## src/rtl/dma_pkg.sv

```systemverilog
// Shared DMA types: descriptor fields, queue entry payload and issue-sequencer states.
package dma_pkg;

    localparam int unsigned DESC_ADDR_W = 32;
    localparam int unsigned DESC_NUM_W  = 16;

    typedef logic [DESC_ADDR_W-1:0] desc_addr_t;
    typedef logic [DESC_NUM_W-1:0]  desc_num_t;

    typedef struct packed {
        desc_addr_t src;
        desc_addr_t dst;
        desc_num_t  len;
        logic       last;
    } dma_desc_t;

    typedef enum logic [1:0] {
        DQ_IDLE  = 2'd0,
        DQ_ISSUE = 2'd1,
        DQ_BUSY  = 2'd2
    } dq_state_e;

endpackage

```

## src/rtl/dma_desc_fifo.sv

```systemverilog
// Synchronous descriptor FIFO with push/pop/flush; a push in a flush cycle lands after the flush.
module dma_desc_fifo
    import dma_pkg::*;
#(
    parameter int unsigned DEPTH = 4
) (
    input  logic                     clk,
    input  logic                     rstn,
    input  logic                     push_i,
    input  dma_desc_t                push_data_i,
    input  logic                     pop_i,
    input  logic                     flush_i,
    output dma_desc_t                head_c,
    output logic [$clog2(DEPTH):0]   count_o,
    output logic [$clog2(DEPTH):0]   count_nxt_c
);

    localparam int unsigned PTR_W = $clog2(DEPTH);
    localparam int unsigned CNT_W = PTR_W + 1;

    dma_desc_t        mem_q [DEPTH];
    logic [PTR_W-1:0] wr_ptr_q, wr_ptr_d;
    logic [PTR_W-1:0] rd_ptr_q, rd_ptr_d;
    logic [CNT_W-1:0] count_q, count_d;
    logic             full;
    logic             push_ok;

    assign full        = (count_q == CNT_W'(DEPTH));
    assign push_ok     = push_i && !full;
    assign head_c      = mem_q[rd_ptr_q];
    assign count_o     = count_q;
    assign count_nxt_c = count_d;

    // Flush/pop first, then the accepted push on top of the result.
    always_comb begin
        wr_ptr_d = wr_ptr_q;
        rd_ptr_d = rd_ptr_q;
        count_d  = count_q;
        if (flush_i) begin
            rd_ptr_d = wr_ptr_q;
            count_d  = '0;
        end else if (pop_i && (count_q != '0)) begin
            rd_ptr_d = rd_ptr_q + PTR_W'(1);
            count_d  = count_q - CNT_W'(1);
        end
        if (push_ok) begin
            wr_ptr_d = wr_ptr_q + PTR_W'(1);
            count_d  = count_d + CNT_W'(1);
        end
    end

    always_ff @(posedge clk or negedge rstn) begin
        if (!rstn) begin
            wr_ptr_q <= '0;
            rd_ptr_q <= '0;
            count_q  <= '0;
        end else begin
            wr_ptr_q <= wr_ptr_d;
            rd_ptr_q <= rd_ptr_d;
            count_q  <= count_d;
        end
    end

    always_ff @(posedge clk) begin
        if (push_ok) begin
            mem_q[wr_ptr_q] <= push_data_i;
        end
    end

endmodule

```

## src/rtl/dma_desc_queue.sv

```systemverilog
// Descriptor queue and issue sequencer: buffers CSR pushes, issues one descriptor at a time
// to the transfer engine and raises the scheduler interrupt on last-done or error.
module dma_desc_queue
    import dma_pkg::*;
#(
    parameter int unsigned DEPTH = 4,
    parameter int unsigned CNT_W = 16
) (
    input  logic             clk,
    input  logic             rstn,
    input  logic             push_i,
    input  logic             push_last_i,
    input  desc_addr_t       push_src_i,
    input  desc_addr_t       push_dst_i,
    input  desc_num_t        push_len_i,
    input  logic             clear_irq_i,
    output logic             fifo_full_o,
    output logic             desc_valid_o,
    input  logic             desc_ready_i,
    output desc_addr_t       desc_src_o,
    output desc_addr_t       desc_dst_o,
    output desc_num_t        desc_len_o,
    input  logic             eng_done_i,
    input  logic             eng_err_i,
    output logic             irq_o,
    output logic             busy_o,
    output logic             drop_o,
    output logic [CNT_W-1:0] done_cnt_o
);

    localparam int unsigned FCNT_W = $clog2(DEPTH) + 1;

    dq_state_e         state_q, state_d;
    dma_desc_t         push_data;
    dma_desc_t         head_c;
    logic [FCNT_W-1:0] fcount;
    logic [FCNT_W-1:0] fcount_nxt_c;
    logic              pop;
    logic              flush;
    logic              irq_set;
    logic              done_inc;

    logic              cur_last_q, cur_last_d;
    logic              irq_q, irq_d;
    logic [CNT_W-1:0]  done_cnt_q, done_cnt_d;
    logic              valid_q, valid_d;
    desc_addr_t        src_q, src_d;
    desc_addr_t        dst_q, dst_d;
    desc_num_t         len_q, len_d;
    logic              full_q, full_d;
    logic              busy_q, busy_d;
    logic              drop_q, drop_d;

    assign push_data = '{src: push_src_i, dst: push_dst_i, len: push_len_i, last: push_last_i};

    dma_desc_fifo #(
        .DEPTH (DEPTH)
    ) u_fifo (
        .clk         (clk),
        .rstn        (rstn),
        .push_i      (push_i),
        .push_data_i (push_data),
        .pop_i       (pop),
        .flush_i     (flush),
        .head_c      (head_c),
        .count_o     (fcount),
        .count_nxt_c (fcount_nxt_c)
    );

    // Issue sequencer, interrupt and completion bookkeeping.
    always_comb begin
        state_d    = state_q;
        cur_last_d = cur_last_q;
        pop        = 1'b0;
        flush      = 1'b0;
        irq_set    = 1'b0;
        done_inc   = 1'b0;
        unique case (state_q)
            DQ_IDLE: begin
                if (fcount != '0) begin
                    state_d = DQ_ISSUE;
                end
            end
            DQ_ISSUE: begin
                if (desc_ready_i) begin
                    pop        = 1'b1;
                    cur_last_d = head_c.last;
                    state_d    = DQ_BUSY;
                end
            end
            DQ_BUSY: begin
                if (eng_err_i) begin
                    flush   = 1'b1;
                    irq_set = 1'b1;
                    state_d = DQ_IDLE;
                end else if (eng_done_i) begin
                    done_inc = 1'b1;
                    irq_set  = cur_last_q;
                    state_d  = DQ_IDLE;
                end
            end
            default: state_d = DQ_IDLE;
        endcase

        irq_d = irq_q;
        if (irq_set) begin
            irq_d = 1'b1;
        end else if (clear_irq_i) begin
            irq_d = 1'b0;
        end

        done_cnt_d = done_inc ? done_cnt_q + CNT_W'(1) : done_cnt_q;

        // Head stays put while offered, so loading it each ISSUE cycle keeps the outputs stable.
        valid_d = (state_d == DQ_ISSUE);
        src_d   = valid_d ? head_c.src : '0;
        dst_d   = valid_d ? head_c.dst : '0;
        len_d   = valid_d ? head_c.len : '0;

        full_d = (fcount_nxt_c == FCNT_W'(DEPTH));
        busy_d = (state_d != DQ_IDLE) || (fcount_nxt_c != '0);
        drop_d = push_i && full_q;
    end

    always_ff @(posedge clk or negedge rstn) begin
        if (!rstn) begin
            state_q    <= DQ_IDLE;
            cur_last_q <= 1'b0;
            irq_q      <= 1'b0;
            done_cnt_q <= '0;
            valid_q    <= 1'b0;
            src_q      <= '0;
            dst_q      <= '0;
            len_q      <= '0;
            full_q     <= 1'b0;
            busy_q     <= 1'b0;
            drop_q     <= 1'b0;
        end else begin
            state_q    <= state_d;
            cur_last_q <= cur_last_d;
            irq_q      <= irq_d;
            done_cnt_q <= done_cnt_d;
            valid_q    <= valid_d;
            src_q      <= src_d;
            dst_q      <= dst_d;
            len_q      <= len_d;
            full_q     <= full_d;
            busy_q     <= busy_d;
            drop_q     <= drop_d;
        end
    end

    assign fifo_full_o  = full_q;
    assign desc_valid_o = valid_q;
    assign desc_src_o   = src_q;
    assign desc_dst_o   = dst_q;
    assign desc_len_o   = len_q;
    assign irq_o        = irq_q;
    assign busy_o       = busy_q;
    assign drop_o       = drop_q;
    assign done_cnt_o   = done_cnt_q;

endmodule

```

## config.mk

```make
export PLATFORM = sky130hd
export DESIGN_NAME = dma_desc_queue
export DESIGN_NICKNAME = d
export VERILOG_FILES = /design/src/rtl/dma_pkg.sv /design/src/rtl/dma_desc_fifo.sv /design/src/rtl/dma_desc_queue.sv
export SDC_FILE = /design/constraint.sdc
export NUM_CORES = 1
export LEC_CHECK = 0
export ABC_AREA = 1
export BUFFER_PORTS_ARGS = -buffer_cell sky130_fd_sc_hd__buf_2
export CAP_MARGIN = 20
export CORE_MARGIN = 3
export CORE_UTILIZATION = 45
export DETAILED_ROUTE_END_ITERATION = 7
export SYNTH_ARGS = -nofsm -noshare
export SYNTH_HDL_FRONTEND = slang
export SYNTH_SLANG_ARGS = --single-unit
```

## constraint.sdc

```tcl
create_clock -name clk -period 15.2 [get_ports clk]
set_clock_uncertainty 0.2 [all_clocks]
set_input_delay 3.04 -clock clk [delete_from_list [all_inputs] [get_ports clk]]
set_output_delay 3.04 -clock clk [all_outputs]
set_load 0.02 [all_outputs]
```

==> flow_summary.json <==
{
  "timing.rr.start": "u_fifo.count_o[0]",
  "p_leak_nw": 7.49,
  "cpLargestDelayFamily": "simple AND/OR/NAND/NOR gates",
  "min_path_type": "reg2reg",
  "ys_ff_latch": 435,
  "cp-startpoint": "push_i",
  "portBuffers": 188,
  "power_density_mw_per_mm2": 206,
  "p_sw_share_pct": 33.8,
  "slew_viol_final": 0,
  "p_clk_share_pct": 29.0,
  "io_pins": 189,
  "required_ns": 15.15,
  "status": "finished, final reports clean",
  "clk_path_buf_depth": 3,
  "ir_drop_uv": 140,
  "first_pass_iters": 5,
  "final_util_pct": 54.7,
  "cts_resized": 0,
  "cts_tree": "yes",
  "layout-drive-gt1-share_pct": 19.9,
  "power_frac_seq_pct": 43.0,
  "clk_latency_ns": 0.53,
  "vias": 9794,
  "regArea_sq_mm": 0.0125,
  "hold_buffers": 0,
  "die_area_sq_mm": 0.0382,
  "cts_root_buffer": "clkbuf_16",
  "rows": 68,
  "rsz0062_at_grt": "false",
  "synth-main-ff-cell": "edfxtp_1",
  "viasPerCell": 5.11,
  "netlist.area_leader.share_pct": 60.3,
  "synthDistinctLibCells": 29,
  "path_class": "in2reg",
  "avgSynthCellArea_sq_um": 13.0,
  "syn_area_sq_mm": 0.0161,
  "routabilityCongestion": 0.795,
  "grt_max_degree": 100,
  "routedWlPerCell_microns": 18.6,
  "die_w_microns": 195,
  "antenna_found_initial": 8,
  "nFillCells": 2913,
  "ant_nets": 0,
  "setup_viol": 0,
  "layout_common_cells": "nor2_1, edfxtp_1, buf_2",
  "setup-tns-final_ns": 0,
  "ys_seq_area_share_pct": 77.5,
  "htreeDepth": 2,
  "die_height_microns": 195,
  "hold_ws_ns": 0.276,
  "cts_setup_buffers": 0,
  "syn_inst": 1239,
  "period_share_pct": 34.6,
  "wirelength_microns": 35700,
  "grt_pass1_vias": 9771,
  "area_growth_pct": 18.4,
  "final_common_cell": "nor2_1",
  "netlist_top_cells_area": "edfxtp_1, dfrtp_1, nor2_1, o21ai_0, a21oi_1",
  "post-dp-hpwl_microns": 19500,
  "grt.total_usage_pct": 18.4,
  "power_w": 0.00393,
  "max_cap_violations": 0,
  "combPwrFrac_pct": 28.0,
  "yosys_warnings": 0,
  "grt.overflow.total": 0,
  "slew_headroom_pct": 28.3,
  "async_flop_share_pct": 25.5,
  "tightest_slew_ns": 1.08,
  "path_buf_inv": 2,
  "min_period_ns": 5.27,
  "drt_iter0_drc": 783,
  "nets": 1520,
  "multi_input_area_sq_mm": 0.00326,
  "core-area_sq_mm": 0.0350,
  "final-hold-violation-count": 0,
  "fmax_mhz": 190,
  "cp_slowest_stage_delay_ns": 0.87,
  "grt_pass1_wl_microns": 55400,
  "hold_start": "fifo_full_o",
  "syn-num-nets": 1335,
  "switching_power_w": 0.00133,
  "yosys.area.top_type": "edfxtp_1",
  "internal-power_w": 0.00260,
  "cp_max_fo": 54,
  "synth_edf_count": 324,
  "arrival_ns": 5.22,
  "numCtsBuffers": 45,
  "crit_path_start_kind": "input pin",
  "slowest_stage": "nor2_4",
  "crit_path_end_kind": "register",
  "clkTransAtPathRegs_ns": 0.06,
  "cts_sinks": 435,
  "route.detailed.drc": 0,
  "initial_core_util_pct": 46.2,
  "path_cells": "buf_2, nand2_1, nor2_4, buf_4"
}
power groups by stage:
| stage | sequential (W) | combinational [W] | clock, W |
|---|---|---|---|
| floorplan | 0.00181 | 0.000648 | 0 |
| global placement | 0.00171 | 0.00109 | 0 |
| detailed placement | 0.00171 | 0.00112 | 0 |
| CTS | 0.00169 | 0.00112 | 0.00116 |
| global route | 0.00171 | 0.00125 | 0.00121 |
| finish | 0.00169 | 0.00110 | 0.00114 |
final cells by class:
cell class | instances | area share, %
repair buffers | 200 | 5.53
multi-input cells | 703 | 17.1
clock inverters | 22 | 1.54
well taps | 455 | 2.98
inverters | 39 | 0.786
diodes | 2 | 0.0262
clock buffers | 61 | 6.58
flip-flops and latches | 435 | 65.5
tightest hold or removal path: stages, from the launching register on:
cell     delay, ns
dfrtp_1       0.35
nand2_1       0.06
inv_1         0.04
synth_stat cells, drive strengths merged, types with 7 or more instances:
cell	instances
edfxtp	324
buf	34
o21ai	168
a21oi	82
nor2	348
dfrtp	111
ha	8
clkbuf	28
nand3	19
nand2	53
xor2	7
inv	39
per-layer routing:
layer	global-route usage [%]	wire length [microns]	up-vias
met4	5.02	697	12
li1	-	-	4677
met5	0	89	-
met1	26.5	16100	4769
met2	28.6	16400	273
met3	4.09	2370	63
registers in the layout, summed over array words and instances, names as in the netlist, 2 cells and up:
| name | count |
|---|---|
| u_fifo.mem_q | 324 |
| desc_dst_o | 32 |
| desc_src_o | 32 |
| desc_len_o | 16 |
| done_cnt_o | 16 |
| u_fifo.count_o | 3 |
| state_q | 2 |
| u_fifo.rd_ptr_q | 2 |
| u_fifo.wr_ptr_q | 2 |
worst paths after layout:
| path | depth (start not counted) | slack, ns | to |
|---|---|---|---|
| setup / recovery | 4 | 9.93 | u_fifo.mem_q[1][55] |
| hold / removal | 2 | 0.28 | drop_o |
| setup reg to reg | 6 | 11.83 | u_fifo.mem_q[1][55] |
| hold reg to reg | 2 | 0.28 | drop_o |
| max in group asynchronous | 2 | 11.10 | u_fifo.rd_ptr_q[1] |
| min in group asynchronous | 1 | 2.33 | desc_len_o[4] |
kinds of logic (layout without fill, tap and decap cells):
logic type | count (synthesis) | after routing | share of synthesized area, %
fa+ha+maj | 8 | 8 | 0.620
xor+xnor | 11 | 11 | 0.597
other cells | 0 | 2 | 0
flops | 435 | 435 | 77.5
compound gates | 253 | 253 | 7.87
simple gates | 431 | 431 | 10.9
buf+inv | 101 | 322 | 2.57
metrics by stage:
| stage | cells | setup WS, ns | instance area (sq um) |
|---|---|---|---|
| global route | 1916 | 9.74 | 19100 |
| detailed placement | 1831 | 9.30 | 17500 |
| floorplan | 1239 | 7.79 | 16100 |
| CTS | 1914 | 9.87 | 19100 |
| finish | 1917 | 9.93 | 19100 |
| global placement | 1831 | 9.29 | 17500 |
No activity file was read; power rests on OpenSTA's default activity.
